--- src/rtl/fpu_seq.sv ---
// Sequential FP responder: iterative single-precision multiply plus
// single-cycle sign, move and compare ops behind a start/valid handshake.
module fpu_seq #(
  parameter int MANT_W   = 24,
  parameter int EXP_BIAS = 127
) (
  input  logic        CLK,
  input  logic        reset_n,
  input  logic        start,
  input  logic [3:0]  op,
  input  logic [31:0] a,
  input  logic [31:0] b,
  output logic [31:0] result,
  output logic        valid
);

  localparam int FW = MANT_W - 1;
  localparam int PW = 2 * MANT_W;
  localparam int CW = $clog2(MANT_W);

  localparam logic [3:0] OP_FMUL = 4'h0;
  localparam logic [3:0] OP_FNEG = 4'h1;
  localparam logic [3:0] OP_FABS = 4'h2;
  localparam logic [3:0] OP_FEQ  = 4'h3;
  localparam logic [3:0] OP_FLT  = 4'h4;
  localparam logic [3:0] OP_FLE  = 4'h5;
  localparam logic [3:0] OP_FMOV = 4'h6;

  typedef enum logic [2:0] {
    S_IDLE,
    S_MUL,
    S_NORM,
    S_DONE,
    S_REST
  } state_t;

  state_t          state;
  logic            sgn_q;
  logic [7:0]      ea_q;
  logic [7:0]      eb_q;
  logic [PW-1:0]   mcand;
  logic [MANT_W-1:0] mplier;
  logic [PW-1:0]   prod;
  logic [CW-1:0]   cnt;

  logic [31:0]     simple_res;
  logic [31:0]     mul_res;
  logic [9:0]      e_sum;
  logic [9:0]      e_adj;
  logic [FW-1:0]   frac_n;

  // Sign-magnitude ordering; both zeros compare equal regardless of sign.
  function automatic logic lt_sm(input logic [31:0] x, input logic [31:0] y);
    if (x[30:0] == '0 && y[30:0] == '0)
      lt_sm = 1'b0;
    else if (x[31] != y[31])
      lt_sm = x[31];
    else if (x[31])
      lt_sm = x[30:0] > y[30:0];
    else
      lt_sm = x[30:0] < y[30:0];
  endfunction

  function automatic logic eq_sm(input logic [31:0] x, input logic [31:0] y);
    eq_sm = (x == y) || (x[30:0] == '0 && y[30:0] == '0);
  endfunction

  always_comb begin
    simple_res = '0;
    case (op)
      OP_FNEG: simple_res = {~a[31], a[30:0]};
      OP_FABS: simple_res = {1'b0, a[30:0]};
      OP_FEQ:  simple_res = {31'b0, eq_sm(a, b)};
      OP_FLT:  simple_res = {31'b0, lt_sm(a, b)};
      OP_FLE:  simple_res = {31'b0, lt_sm(a, b) | eq_sm(a, b)};
      OP_FMOV: simple_res = a;
      default: simple_res = '0;
    endcase
  end

  // Normalise and pack; specials are resolved from the latched exponents.
  always_comb begin
    e_sum  = {2'b00, ea_q} + {2'b00, eb_q} - 10'(EXP_BIAS);
    e_adj  = prod[PW-1] ? e_sum + 10'd1 : e_sum;
    frac_n = prod[PW-1] ? prod[PW-2 -: FW] : prod[PW-3 -: FW];
    mul_res = {sgn_q, e_adj[7:0], frac_n};
    if (ea_q == 8'h00 || eb_q == 8'h00)
      mul_res = {sgn_q, 31'b0};
    else if (ea_q == 8'hFF || eb_q == 8'hFF)
      mul_res = {sgn_q, 8'hFF, 23'b0};
    else if ($signed(e_adj) >= 10'sd255)
      mul_res = {sgn_q, 8'hFF, 23'b0};
    else if ($signed(e_adj) <= 10'sd0)
      mul_res = {sgn_q, 31'b0};
  end

  always_ff @(posedge CLK or negedge reset_n) begin
    if (!reset_n) begin
      state  <= S_IDLE;
      valid  <= 1'b0;
      result <= '0;
      sgn_q  <= 1'b0;
      ea_q   <= '0;
      eb_q   <= '0;
      mcand  <= '0;
      mplier <= '0;
      prod   <= '0;
      cnt    <= '0;
    end else begin
      valid <= (state == S_DONE);
      case (state)
        S_IDLE: begin
          if (start) begin
            sgn_q  <= a[31] ^ b[31];
            ea_q   <= a[30:23];
            eb_q   <= b[30:23];
            mcand  <= PW'({1'b1, a[FW-1:0]});
            mplier <= {1'b1, b[FW-1:0]};
            prod   <= '0;
            cnt    <= '0;
            if (op == OP_FMUL) begin
              state <= S_MUL;
            end else begin
              result <= simple_res;
              state  <= S_DONE;
            end
          end
        end
        S_MUL: begin
          if (mplier[0])
            prod <= prod + mcand;
          mcand  <= mcand << 1;
          mplier <= mplier >> 1;
          cnt    <= cnt + 1'b1;
          if (cnt == CW'(MANT_W - 1))
            state <= S_NORM;
        end
        S_NORM: begin
          result <= mul_res;
          state  <= S_DONE;
        end
        S_DONE: state <= S_REST;
        // The requester still holds its old start here; let it drop.
        S_REST: state <= S_IDLE;
        default: state <= S_IDLE;
      endcase
    end
  end

endmodule

--- config.mk ---
export PLATFORM = sky130hd
export DESIGN_NAME = fpu_seq
export DESIGN_NICKNAME = d
export VERILOG_FILES = /design/src/rtl/fpu_seq.sv
export SDC_FILE = /design/constraint.sdc
export NUM_CORES = 1
export LEC_CHECK = 0
export CAP_MARGIN = 20
export CORE_MARGIN = 5
export CORE_UTILIZATION = 60
export CTS_CLUSTER_DIAMETER = 40
export CTS_CLUSTER_SIZE = 10
export DETAILED_ROUTE_END_ITERATION = 12
export PLACE_DENSITY = 0.92
export SLEW_MARGIN = 20
export SYNTH_ARGS = -nofsm -noshare
export SYNTH_HDL_FRONTEND = slang
export SYNTH_SLANG_ARGS = --single-unit
--- constraint.sdc ---
create_clock -name CLK -period 11.3 [get_ports CLK]
set_input_delay 2.26 -clock CLK [delete_from_list [all_inputs] [get_ports CLK]]
set_output_delay 2.26 -clock CLK [all_outputs]
set_load 0.02 [all_outputs]
Word-level counts from Yosys, hierarchy flattened
Index checks and enable logic that the tools add are counted.
{ "classes": {"addsub": 5, "n_lt_le_gt_ge": 4, "n_eq_ne": 18, "mux": 27, "bitwise_logic": 3, "n_reduce_logical": 17} }
{ "ops": {"columns": ["op", "n"], "rows": [
  ["$pmux W32 S6", 1],
  ["$pmux W48 S2", 2],
  ["$mux W48", 3],
  ["$mux W31", 4],
  ["$mux W32", 2],
  ["$pmux W32 S2", 1],
  ["$logic_not A31 Y1", 2],
  ["$add A48 B48 Y48", 1],
  ["$pmux W24 S2", 1],
  ["$eq A32 B32 Y1", 1],
  ["$gt A31 B31 Y1", 1],
  ["$lt A31 B31 Y1", 1],
  ["$mux W24", 1],
  ["$mux W23", 1],
  ["$eq A8 B8 Y1 const B", 2],
  ["$logic_not A8 Y1", 2],
  ["$eq A4 B3 Y1 const B", 3],
  ["$pmux W3 S4", 1],
  ["$add A10 B1 Y10 const B", 1],
  ["$ge A10 B9 Y1 const B", 1],
  ["$le A10 B1 Y1 const B", 1],
  ["$mux W10", 1],
  ["$pmux W5 S2", 1],
  ["$sub A9 B7 Y10 const B", 1],
  ["other kinds (23)", 38]
]} }
{ "totals": {"regBits": 178, "inputBits": 71, "out_inout_bits": 33, "wordCells": 84} }

Longest topological paths before layout
{ "logic_depth": {"ltp_word": 10, "mapped_depth": 16, "depth_no_buf": 15} }

Worst setup path after synthesis
No wires, ideal clock.
{ "synth_timing": {"path_type": "input to register", "from": "input port b[8]", "to": "register result[0]", "setup_time_ns": 0.134, "t_arrival_ns": 4.142, "required_ns": 11.166, "path_slack_ns": 7.024, "cell_stages": 12, "path_cell_list": "inv_1 > ha_1 > a21o_1 > a21o_1 > a211oi_1 > o31ai_1 > a21oi_1 > o211a_1 > and4b_1 > o31ai_1 > a2111oi_0 > a21oi_1"} }
{ "synth_via": {"elab_chain_cells": 10, "word_cells_on_any_way": 15, "classes_between": "order compare: 2; eq/ne: 1; mux: 8; bitwise: 1; reduce/logical: 3"} }
{ "synth_rtl": {"columns": ["element", "line_no", "text"], "rows": [
  ["from (decl)", "12", "input logic [31:0] b,"],
  ["$lt A31 B31 Y1 or $gt A31 B31 Y1 (tied branches)", "61, 59", null],
  ["$mux W1", "58", "else if (x[31])"],
  ["$mux W1", "56", "else if (x[31] != y[31])"],
  ["$mux W1", "54", "if (x[30:0] == '0 && y[30:0] == '0)"],
  ["$mux W1", "70", "case (op)"],
  ["$or A1 B1 Y1", "75", "OP_FLE: simple_res = {31'b0, lt_sm(a, b) | eq_sm(a, b)};"],
  ["$pmux W32 S6 (*)", "70", null],
  ["$mux W32 (*)", "121", "if (op == OP_FMUL) begin"],
  ["$mux W32 (*)", "113", "if (start) begin"],
  ["$pmux W32 S2 (*)", "111", "case (state)"],
  ["to (signal assigned)", "124", "result <= simple_res;"],
  ["to (signal assigned)", "139", "result <= mul_res;"],
  ["to (decl)", "13", "output logic [31:0] result,"]
]} }
Every way passes the cells marked *; elsewhere a longest branch is shown, timed or not. The select of a mux whose other input is x is not followed.
A chain may end at the register's enable or synchronous reset.

Final worst setup path
{ "layout_timing": {"from": "input port a[29]", "to": "register result[0]"} }
{ "layout_via": {"elab_chain_cells": 10, "word_cells_on_any_way": 15, "classes_between": "order compare: 2; eq/ne: 1; mux: 8; bitwise: 1; reduce/logical: 3"} }
{ "layout_rtl": {"columns": ["element", "line_no", "text"], "rows": [
  ["from (decl)", "11", "input logic [31:0] a,"],
  ["$lt A31 B31 Y1 or $gt A31 B31 Y1 (tied branches)", "61, 59", null],
  ["$mux W1", "58", null],
  ["$mux W1", "56", null],
  ["$mux W1", "54", null],
  ["$mux W1", "70", null],
  ["$or A1 B1 Y1", "75", null],
  ["$pmux W32 S6 (*)", "70", null],
  ["$mux W32 (*)", "121", null],
  ["$mux W32 (*)", "113", null],
  ["$pmux W32 S2 (*)", "111", null]
]} }
Marks and branches as above.

==> results.json <==
{
  "ant_nets": 0,
  "nets": 1585,
  "fmax_ghz": 0.207,
  "p_leak_nw": 6.05,
  "fp.dieH_microns": 151,
  "critPathKind": "input pin to flip-flop",
  "dp_slack_ns": 6.18,
  "hold_path_class": "flip-flop to flip-flop",
  "place_area_sq_mm": 0.0130,
  "drtPass1Iterations": 7,
  "finalNonFillerCells": 1695,
  "postSynth.asyncResetShare_pct": 100,
  "synth_edf_count": 0,
  "syn_area_sq_mm": 0.0119,
  "yosysTopAreaCell": "dfrtp_1",
  "hold_slack_ns": 0.498,
  "routed_wl_mm": 35.6,
  "start_kind": "input pin",
  "drv_cap": 0,
  "finalInstanceArea_sq_mm": 0.0136,
  "place.gp.congestion": 0.957,
  "tns_ns": 0,
  "grtUsageTotal_pct": 31.6,
  "skew_ns": 0.00989,
  "diodes": 0,
  "num_io_pins": 104,
  "initialDrtViolationCount": 1046,
  "drv_slew": 0,
  "path_clk_slew_ns": 0.07,
  "grt_antenna_before_repair": 0,
  "synthMostInstantiatedCell": "dfrtp_1",
  "cts_tree": "yes",
  "syn2layout_area_growth_pct": 14.6,
  "htree_num_levels": 4,
  "vias": 11200,
  "die_w_microns": 151,
  "synthTopCellsByCount": "dfrtp_1, nor2_1, nand2_1",
  "ctsHoldBuffers": 0,
  "start_util_pct": 61.1,
  "cts_setup_buffers": 0,
  "post_cts_resize_count": 0,
  "core_area_sq_mm": 0.0195,
  "remaining_drc_errors": 0,
  "end_kind": "flip-flop",
  "crit_chain": "clkdlybuf4s50_1, nor4_1, nand4_1, nor4_1, nor3_1, nand2_1, nand2_1, o21ai_0, o31ai_1, a2111oi_0, a21oi_1",
  "portBuffers": 103,
  "grt_pass1_vias": 11000,
  "period_share_pct": 42.7,
  "ys_seq_elements": 178,
  "synth_top_area_share_pct": 37.5,
  "avgSynthCellArea_sq_um": 8.75,
  "clk_latency_ns": 0.44,
  "dpl.cell_count": 1663,
  "timing.final.ws_setup_ns": 6.48,
  "cts_buffer_depth": 2,
  "syn_inst": 1358,
  "required_ns": 11.62,
  "power_mw": 4.27,
  "ir_drop_v": 0.000163,
  "arrival_ns": 5.14,
  "synth_area_leaders": "dfrtp_1, ha_1, nor2_1, a21oi_1, o22ai_1",
  "yosys_warnings": 0,
  "yosysUniqueCellTypes": 87,
  "synth_ff_type": "dfrtp_1",
  "ys_seq_area_share_pct": 37.5,
  "final_util_pct": 70.0,
  "rsz0062_at_grt": "no",
  "grt_max_degree": 100,
  "crit_fanout": 4,
  "period_needed_ns": 4.82,
  "dieArea_sq_mm": 0.0227,
  "syn-num-nets": 1526,
  "hpwlAfterDp_mm": 24.8,
  "slew_headroom_pct": 33.9,
  "clock_sinks": 178,
  "avgViaCountPerCell": 6.63,
  "grt_pass1_wl_mm": 56.6,
  "cts_root_buffer": "clkbuf_16",
  "num_rows": 51,
  "cts-buffers-inserted": 17,
  "drive_above_1_share_pct": 6.01,
  "final_hold_viol_count": 0,
  "grt-ovfl-total": 0,
  "wl_per_cell_microns": 21.0,
  "outcome": "complete, no violations",
  "critPathSlowestCell": "nor4_1",
  "powerDensity_mw_per_mm2": 313,
  "worst_path_largest_cell_delay_ns": 0.59,
  "worst_slew_pin_slew_ns": 0.991,
  "setup_violations": 0
}
==> cells in the final DEF, fill, tap and decap left out, drive strengths merged, types with 27 or more instances in the layout <==
master / Yosys / final
nand4: 31 / 31
a21o: 38 / 38
o21ai: 88 / 88
xnor2: 37 / 37
ha: 95 / 95
o22ai: 72 / 72
nand3: 79 / 79
dfrtp: 178 / 178
nand2: 108 / 108
a21oi: 99 / 99
nor2: 170 / 170
inv: 52 / 54
clkdlybuf4s50: 0 / 102
mux2i: 27 / 27
==> flip-flops by register name, summed over array words and instances, names as in the netlist <==
signal / flops
mplier: 24
prod: 48
eb_q: 8
sgn_q: 1
state: 3
result: 32
cnt: 5
valid: 1
mcand: 48
ea_q: 8
==> where the power goes <==
part           total (mW)  switching (mW)  internal (mW)
Combinational        2.46            1.51          0.949
Sequential           1.16           0.246          0.913
Clock               0.648           0.265          0.383
Total                4.27            2.02           2.24
==> final timing paths <==
| check | cells past startpoint | start | slack, ns | to |
|---|---|---|---|---|
| worst min-delay path | 2 | mplier[23]$_DFFE_PN0P_ | 0.50 | mplier[23]$_DFFE_PN0P_ |
| worst max register to register | 12 | ea_q[1]$_DFFE_PN0P_ | 6.78 | result[10]$_DFFE_PN0P_ |
| max in group asynchronous | 2 | reset_n | 7.80 | result[25]$_DFFE_PN0P_ |
| min in group asynchronous | 1 | reset_n | 1.93 | prod[10]$_DFFE_PN0P_ |
| worst max-delay path | 11 | a[29] | 6.48 | result[0]$_DFFE_PN0P_ |
| worst min register to register | 2 | mplier[23]$_DFFE_PN0P_ | 0.50 | mplier[23]$_DFFE_PN0P_ |
==> critical path, delay by kind of cell <==
| kind | cells | cell delay [ns] |
|---|---|---|
| buffers and inverters | 1 | 0.49 |
| AOI/OAI and AO/OA | 4 | 0.73 |
| and+or+nand+nor | 6 | 1.67 |
==> per-layer routing <==
layer / track usage, % / share of wire [%]
met2: 50.4 / 46
met4: 18.3 / 6.5
met3: 5.81 / 8.1
met5: 0 / 0
met1: 40.3 / 39
==> logic make-up (layout without fill, tap and decap cells) <==
logic type,count (synthesis),count (layout),synth area share [%]
buffers and inverters,128,200,4.96
AND/OR/NAND/NOR,475,475,18.8
flip-flops,178,178,37.5
multiplexers,30,30,2.59
XOR/XNOR,54,54,4.04
AO/OA/AOI/OAI,396,396,21.8
adder cells (fa/ha/maj),97,97,10.3
==> cell type report <==
cell class / count / area, sq um
tap: 265 / 332
timing repair buffer: 116 / 1130
clock inverter: 12 / 178
inverter: 52 / 195
multi-input combinational: 1052 / 6880
fill: 1385 / 5840
sequential: 178 / 4450
clock buffer: 20 / 457
Note: power is estimated with default switching activity, not from simulation.
